**src/rtl/auth_pkg.sv**
```systemverilog
// Shared constants and state encoding for the challenge/response verifier.
package auth_pkg;

    localparam int AUTH_W  = 256;
    localparam int TMO_DEF = 64;

    // Fibonacci LFSR tap positions (1-based) for the 256-bit challenge generator
    localparam int TAP_A = 256;
    localparam int TAP_B = 254;
    localparam int TAP_C = 251;
    localparam int TAP_D = 246;

    typedef enum logic [2:0] {
        S_IDLE = 3'b000,
        S_GEN  = 3'b001,
        S_NCAL = 3'b010,
        S_BCAL = 3'b011,
        S_CALL = 3'b100,
        S_WAIT = 3'b101,
        S_CHK  = 3'b110,
        S_UPD  = 3'b111
    } state_t;

endpackage

```
**src/rtl/auth_if.sv**
```systemverilog
// Handshake and data bundle between the verifier core and its host/prover side.
interface auth_if #(parameter int W = auth_pkg::AUTH_W);

    logic         start;
    logic         key_ld;
    logic [W-1:0] an_in;
    logic [W-1:0] mn_in;
    logic         seed_ld;
    logic [W-1:0] seed_in;
    logic [W-1:0] beta;
    logic         beta_vld;
    logic [W-1:0] alpha;
    logic         call;
    logic         suc;
    logic         fail;
    logic         tmo;
    logic         key_ok;
    logic         busy;
    logic [2:0]   st;

    modport master (
        output start, key_ld, an_in, mn_in, seed_ld, seed_in, beta, beta_vld,
        input  alpha, call, suc, fail, tmo, key_ok, busy, st
    );

    modport slave (
        input  start, key_ld, an_in, mn_in, seed_ld, seed_in, beta, beta_vld,
        output alpha, call, suc, fail, tmo, key_ok, busy, st
    );

endinterface

```
**src/rtl/auth_lfsr.sv**
```systemverilog
// Challenge source: shift-left Fibonacci LFSR with parallel load; a zero load
// would lock the register, so it is replaced by SEED.
module auth_lfsr
    import auth_pkg::*;
#(
    parameter int           W    = AUTH_W,
    parameter logic [W-1:0] SEED = W'(1)
) (
    input  logic         clk,
    input  logic         rst,
    input  logic         ld,
    input  logic         step,
    input  logic [W-1:0] din,
    output logic [W-1:0] q
);

    logic fb;

    assign fb = q[TAP_A-1] ^ q[TAP_B-1] ^ q[TAP_C-1] ^ q[TAP_D-1];

    always_ff @(posedge clk) begin
        if (rst) begin
            q <= SEED;
        end else if (ld) begin
            q <= (din == '0) ? SEED : din;
        end else if (step) begin
            q <= {q[W-2:0], fb};
        end
    end

endmodule

```
**src/rtl/auth_verifier.sv**
```systemverilog
// Verifier end of the shared-secret handshake: issues a challenge, checks the
// prover's response and rolls the shared secrets forward on success.
module auth_verifier
    import auth_pkg::*;
#(
    parameter int           W    = AUTH_W,
    parameter int           TMO  = TMO_DEF,
    parameter logic [W-1:0] SEED = W'(1)
) (
    input  logic CLK,
    input  logic RST,
    auth_if.slave bus
);

    localparam int            TW     = $clog2(TMO + 1);
    localparam logic [TW-1:0] T_LAST = TW'(TMO - 1);

    state_t        state, nxt;
    logic [W-1:0]  an, mn, n_val, e_val, beta_q, alpha_q, lfsr_q;
    logic          key_ok_q, fail_q, tmo_q;
    logic [TW-1:0] timer;
    logic          idle, do_key, do_seed, do_start, timeout, mismatch;

    // IDLE requests are strictly prioritised; losers are dropped
    assign idle     = (state == S_IDLE);
    assign do_key   = idle & bus.key_ld;
    assign do_seed  = idle & ~bus.key_ld & bus.seed_ld;
    assign do_start = idle & ~bus.key_ld & ~bus.seed_ld & bus.start & key_ok_q;
    assign timeout  = (state == S_WAIT) & ~bus.beta_vld & (timer == T_LAST);
    assign mismatch = (beta_q != e_val);

    auth_lfsr #(.W(W), .SEED(SEED)) u_lfsr (
        .clk  (CLK),
        .rst  (RST),
        .ld   (do_seed),
        .step (state == S_GEN),
        .din  (bus.seed_in),
        .q    (lfsr_q)
    );

    always_ff @(posedge CLK) begin
        if (RST) state <= S_IDLE;
        else     state <= nxt;
    end

    always_comb begin
        nxt = state;
        case (state)
            S_IDLE: if (do_start) nxt = S_GEN;
            S_GEN:  nxt = S_NCAL;
            S_NCAL: nxt = S_BCAL;
            S_BCAL: nxt = S_CALL;
            S_CALL: nxt = S_WAIT;
            S_WAIT: begin
                if (bus.beta_vld)         nxt = S_CHK;
                else if (timer == T_LAST) nxt = S_IDLE;
            end
            S_CHK:  nxt = mismatch ? S_IDLE : S_UPD;
            S_UPD:  nxt = S_IDLE;
            default: nxt = S_IDLE;
        endcase
    end

    always_comb begin
        bus.call = (state == S_CALL);
        bus.suc  = (state == S_UPD);
        bus.busy = (state != S_IDLE);
        bus.st   = state;
    end

    assign bus.alpha  = alpha_q;
    assign bus.fail   = fail_q;
    assign bus.tmo    = tmo_q;
    assign bus.key_ok = key_ok_q;

    always_ff @(posedge CLK) begin
        if (RST) begin
            key_ok_q <= 1'b0;
            fail_q   <= 1'b0;
            tmo_q    <= 1'b0;
            timer    <= '0;
        end else begin
            fail_q <= timeout | ((state == S_CHK) & mismatch);
            tmo_q  <= timeout;
            if (do_key) key_ok_q <= 1'b1;
            if (state == S_CALL)      timer <= '0;
            else if (state == S_WAIT) timer <= timer + TW'(1);
        end
    end

    // Secrets and challenge are architecturally visible after reset, so they clear
    always_ff @(posedge CLK) begin
        if (RST) begin
            an      <= '0;
            mn      <= '0;
            alpha_q <= '0;
        end else begin
            if (state == S_GEN) alpha_q <= lfsr_q;
            if (do_key) begin
                an <= bus.an_in;
                mn <= bus.mn_in;
            end else if (state == S_UPD) begin
                an <= n_val;
                mn <= an + mn;
            end
        end
    end

    always_ff @(posedge CLK) begin
        if (state == S_NCAL) n_val <= alpha_q ^ an ^ mn;
        if (state == S_BCAL) e_val <= n_val + an;
        if ((state == S_WAIT) && bus.beta_vld) beta_q <= bus.beta;
    end

endmodule

```
**src/flat_wrapper.sv**
```systemverilog
// flat-port wrapper written by rule: the top's interface ports become plain ports
module auth_verifier_flat import auth_pkg::*;
#(
    parameter int           W    = AUTH_W,
    parameter int           TMO  = TMO_DEF,
    parameter logic [W-1:0] SEED = W'(1)
)
  (CLK, RST, bus_start, bus_key_ld, bus_an_in, bus_mn_in, bus_seed_ld, bus_seed_in, bus_beta, bus_beta_vld, bus_alpha, bus_call, bus_suc, bus_fail, bus_tmo, bus_key_ok, bus_busy, bus_st);
  auth_if #(.W(W)) bus_i ();
  input  logic CLK;
  input  logic RST;
  input wire logic [$bits(bus_i.start)-1:0] bus_start;
  input wire logic [$bits(bus_i.key_ld)-1:0] bus_key_ld;
  input wire logic [$bits(bus_i.an_in)-1:0] bus_an_in;
  input wire logic [$bits(bus_i.mn_in)-1:0] bus_mn_in;
  input wire logic [$bits(bus_i.seed_ld)-1:0] bus_seed_ld;
  input wire logic [$bits(bus_i.seed_in)-1:0] bus_seed_in;
  input wire logic [$bits(bus_i.beta)-1:0] bus_beta;
  input wire logic [$bits(bus_i.beta_vld)-1:0] bus_beta_vld;
  output wire logic [$bits(bus_i.alpha)-1:0] bus_alpha;
  output wire logic [$bits(bus_i.call)-1:0] bus_call;
  output wire logic [$bits(bus_i.suc)-1:0] bus_suc;
  output wire logic [$bits(bus_i.fail)-1:0] bus_fail;
  output wire logic [$bits(bus_i.tmo)-1:0] bus_tmo;
  output wire logic [$bits(bus_i.key_ok)-1:0] bus_key_ok;
  output wire logic [$bits(bus_i.busy)-1:0] bus_busy;
  output wire logic [$bits(bus_i.st)-1:0] bus_st;
  assign bus_i.start = bus_start;
  assign bus_i.key_ld = bus_key_ld;
  assign bus_i.an_in = bus_an_in;
  assign bus_i.mn_in = bus_mn_in;
  assign bus_i.seed_ld = bus_seed_ld;
  assign bus_i.seed_in = bus_seed_in;
  assign bus_i.beta = bus_beta;
  assign bus_i.beta_vld = bus_beta_vld;
  assign bus_alpha = bus_i.alpha;
  assign bus_call = bus_i.call;
  assign bus_suc = bus_i.suc;
  assign bus_fail = bus_i.fail;
  assign bus_tmo = bus_i.tmo;
  assign bus_key_ok = bus_i.key_ok;
  assign bus_busy = bus_i.busy;
  assign bus_st = bus_i.st;
  auth_verifier #(.W(W), .TMO(TMO), .SEED(SEED)) u_core (.CLK(CLK), .RST(RST), .bus(bus_i));
endmodule
```
**config.mk**
```make
export PLATFORM = sky130hd
export DESIGN_NAME = auth_verifier_flat
export DESIGN_NICKNAME = d
export VERILOG_FILES = /design/src/rtl/auth_pkg.sv /design/src/rtl/auth_if.sv /design/src/rtl/auth_lfsr.sv /design/src/rtl/auth_verifier.sv /design/src/flat_wrapper.sv
export SDC_FILE = /design/constraint.sdc
export NUM_CORES = 2
export LEC_CHECK = 0
export BUFFER_PORTS_ARGS = -buffer_cell sky130_fd_sc_hd__buf_2
export CAP_MARGIN = 20
export CORE_AREA = 4 4 497 499
export DETAILED_ROUTE_END_ITERATION = 16
export DIE_AREA = 0 0 501 503
export MAX_ROUTING_LAYER = met4
export PLACE_DENSITY_LB_ADDON = 0.25
export SLEW_MARGIN = 20
export SYNTH_ARGS = -nofsm -noshare
export SYNTH_HDL_FRONTEND = slang
export SYNTH_SLANG_ARGS = --single-unit
```
**constraint.sdc**
```tcl
create_clock -name CLK -period 48.9 [get_ports CLK]
set_input_delay 2.445 -clock CLK [delete_from_list [all_inputs] [get_ports CLK]]
set_output_delay 2.445 -clock CLK [all_outputs]
set_load 0.02 [all_outputs]
```
==> key figures <==
Outcome
  – Outcome: completed

Worst setup path
  – WP data arrival: 7.54 ns
  – Critical Path, Cell by Cell: ha_1 > nand4_1 > nor4_1 > nand2_1 > nor4_1 > inv_1 > a2111oi_2 > o21ai_0 > a21oi_1 > o21a_1 > a31oi_1 > o311a_1 > xnor2_1 > a2111oi_0
  – Top cell by count, worst path: nor4_1
  – Startpoint types: flop
  – Slowest CP cell: a2111oi_2
  – Max stage delay on crit path: approximately 1.1 ns
  – Worst setup path class: flop to flop
  – Critical R2R Launch: u_core.an[72]
  – Worst-path maximum fanout: 9
  – Reg2reg end: u_core.mn[218]
  – CP required: about 50 ns
  – Setup crit end kind: flop
  – Reg2reg setup slack: about 42 ns
  – FF-to-FF path depth: 14

Global route
  – First-pass GRT wire length: around 740 mm
  – All-Layer GR Usage: 41.6%
  – Antenna violations before repair: 129
  – Grt total ovfl: 0
  – Largest net degree at the start of global routing: 148
  – Vias in the first global route: between 90000 and 100k

Floorplanning
  – Die width: 501 um
  – IO Pins: ~1300
  – Starting density of the core: between 40% and 50%
  – DIE AREA: approximately 250000 um2
  – Die Y: roughly 500 um
  – Site row count: ~180
  – CORE AREA: about 240000 um2

Synth
  – Top_reg_cell synth: dfxtp_1
  – Ys async rst share: 0%
  – Net count after synthesis: ~14000
  – Syn. warnings: 0
  – Cell variety after synth: 88
  – Synthesized area per cell: between 8 and 9 um2
  – Synth Cell Area: roughly 110000 um2
  – Mapped Cells: 12832
  – Number of synthesized flops with an enable pin: roughly 770
  – Register area share after synthesis: roughly two fifths
  – Number of synthesized register bits: 1805

Drt
  – DR iter-0 viols: roughly 14000
  – Drt wl/cell: 31.2 um
  – 1st-pass router iterations: 6
  – Via density: ~6.3
  – Routed Antenna Nets: 0
  – Final wirelength: ~530 mm
  – Via count: approximately 110k
  – Post-route DRC violation count: 0

Place
  – PortBufs: approximately 1300
  – Placed Instance Area: ~120000 um2
  – GP Congestion: 1.04
  – Hpwl dp: between 400 and 500 mm

Clocking
  – Htree depth: 4
  – Clk slew on worst S/H paths: approximately 0.070 ns
  – # hold bufs at CTS: 0
  – Postcts setup bufs: 0
  – Worst-Skew Late Latency: around 0.9 ns
  – CTS Buffer Depth: 3
  – Sink Count: 1805
  – Post-CTS sizing: 0
  – CTS tree: built
  – CTS Root Cell: clkbuf_16
  – CTS Buf Count: 200

Timing
  – Hold Worst Slack: 0.457 ns
  – Min cycle time layout: 6.78 ns
  – Slew @ Worst Pin: ~1.3 ns
  – Period Utilization, post-route: between 10% and 20%
  – Slew HR: 16.3%
  – Final Hold Fails: 0
  – Total Negative Setup Slacks: 0 ns
  – Fmax: about 150 MHz
  – Slew Viols, Final: 0
  – RSZ-0062 raised after global routing: false
  – Final setup violation count: 0
  – Clock Skew: between 0.04 and 0.05 ns

Min path
  – Hold_sp: u_core.u_lfsr.q[224]
  – WHS Path Cells: 2
  – Worst Hold Class: flop to flop
  – Worst Hold Path EP: u_core.bus.alpha[224]

Final layout
  – Commonest non-fill, non-tap cells in the layout: 2204 x nand2_1, 1385 x nor2_1, 1294 x a21oi_1
  – Fin util: between 50% and 60%
  – Commonest non-fill, non-tap cell in the layout: nand2_1
  – Final layout net count: 15197
  – Final cell area excluding filler cells: about 120000 um2
  – Area Growth Syn to Fin: 14.5%
  – Layout cell share with drive strength beyond 1: a little over an eighth

Power
  – Leakage power: roughly 0.046 uW
  – PD cells: 44.9 nW/um2
  – Worst vdd rail ir drop: approximately 0.04 mV
  – Overall Power: 5570 uW

Job
  – # Max-Cap Violations: 0
-- cells by family after synthesis --
kind of cell / after synthesis / synth area share, %
AO/OA/AOI/OAI: 3550 / 21.1
flip-flops: 1805 / 40.5
AND/OR/NAND/NOR: 4710 / 18.7
multiplexers: 16 / 0.148
XOR/XNOR: 1258 / 10.2
buffers and inverters: 980 / 3.41
adder cells (fa/ha/maj): 513 / 5.94
-- Yosys cell counts (all sizes together) (21+ instances only) --
cell | n | share of area (%)
nand3 | 83 | 0.38
a21boi | 48 | 0.33
a221oi | 29 | 0.23
a2111oi | 29 | 0.25
o22ai | 25 | 0.14
nor3 | 160 | 0.74
ha | 511 | 5.9
nor2b | 33 | 0.19
xor2 | 332 | 2.7
o21a | 90 | 0.62
a311oi | 549 | 4.4
o31ai | 48 | 0.36
or3 | 44 | 0.25
edfxtp | 768 | 21
inv | 186 | 0.65
nand2 | 2206 | 7.7
nand4 | 357 | 2.1
dfxtp | 1037 | 19
or2 | 40 | 0.23
a22oi | 51 | 0.35
nand2b | 42 | 0.24
a211oi | 64 | 0.44
o21bai | 165 | 1.1
and2 | 21 | 0.12
nor2 | 1386 | 4.8
o21ai | 628 | 2.9
o211ai | 58 | 0.41
a21o | 248 | 1.7
a31oi | 70 | 0.40
nor4 | 248 | 1.4
and3 | 37 | 0.21
a21oi | 1296 | 6.0
xnor2 | 926 | 7.5
buf | 34 | 0.13
o221ai | 25 | 0.20
clkbuf | 760 | 2.6
-- worst max-delay path: cells and delay by family, from the launching register on --
family | cells | cell delay, ns
adder cells (fa/ha/maj) | 1 | 0.48
flip-flops | 1 | 0.35
XOR/XNOR | 1 | 0.15
AND/OR/NAND/NOR | 4 | 1.68
buffers and inverters | 1 | 0.12
AO/OA/AOI/OAI | 7 | 3.89
-- where the power goes --
part	internal, uW	switching (uW)	total [uW]	leakage, uW
combinational	645	1340	1990	0.0276
sequential	1800	195	2000	0.0155
clock	890	691	1580	0.00331
-- worst max-delay path by stage --
stage / start / to / slack [ns] / depth (start not counted)
6_report: u_core.an[72] / u_core.mn[218] / 42.12 / 14
5_1_grt: u_core.an[38] / u_core.mn[212] / 42.12 / 16
4_1_cts: u_core.an[72] / u_core.mn[218] / 42.50 / 14
2_1_floorplan: u_core.bus.st[1] / u_core.n_val[0] / 28.45 / 2
3_3_place_gp: bus_seed_in[0] / u_core.u_lfsr.q[0] / 42.01 / 6
3_5_place_dp: RST / u_core.u_lfsr.q[106] / 42.40 / 7
-- layout make-up --
cell class,instances,area [um2]
fillers,23762,119000
multi-input cells,10047,60900
flip-flops and latches,1805,43800
repair buffers,1414,7460
clock buffers,272,5640
well taps,3202,4010
clock inverters,103,1090
inverters,186,706
diodes,119,298
-- sequential cells by signal (all words and copies together), names as in the netlist --
signal             count
u_core.bus.tmo         1
u_core.bus.fail        1
u_core.u_lfsr.q      256
u_core.n_val         256
u_core.beta_q        256
u_core.bus.key_ok      1
u_core.bus.alpha     256
u_core.e_val         256
u_core.bus.st          3
u_core.timer           7
u_core.an            256
u_core.mn            256
-- per-layer routing --
| layer | wire length [um] | up-vias | GRT usage, % |
|---|---|---|---|
| li1 | - | 48240 | - |
| met1 | 220000 | 52353 | 54.5 |
| met2 | 229000 | 5810 | 60.3 |
| met3 | 48100 | 967 | 7.24 |
| met4 | 37100 | 0 | 24.4 |
| met5 | 0 | - | - |
-- per-stage QoR --
stage	instances	worst slack, ns
after global placement	16652	42.01
after detailed placement	16653	42.40
final	17148	42.12
after CTS	17028	42.50
after global routing	17122	42.12
after floorplan	12832	28.45
Note: power is estimated with default switching activity, not from simulation.
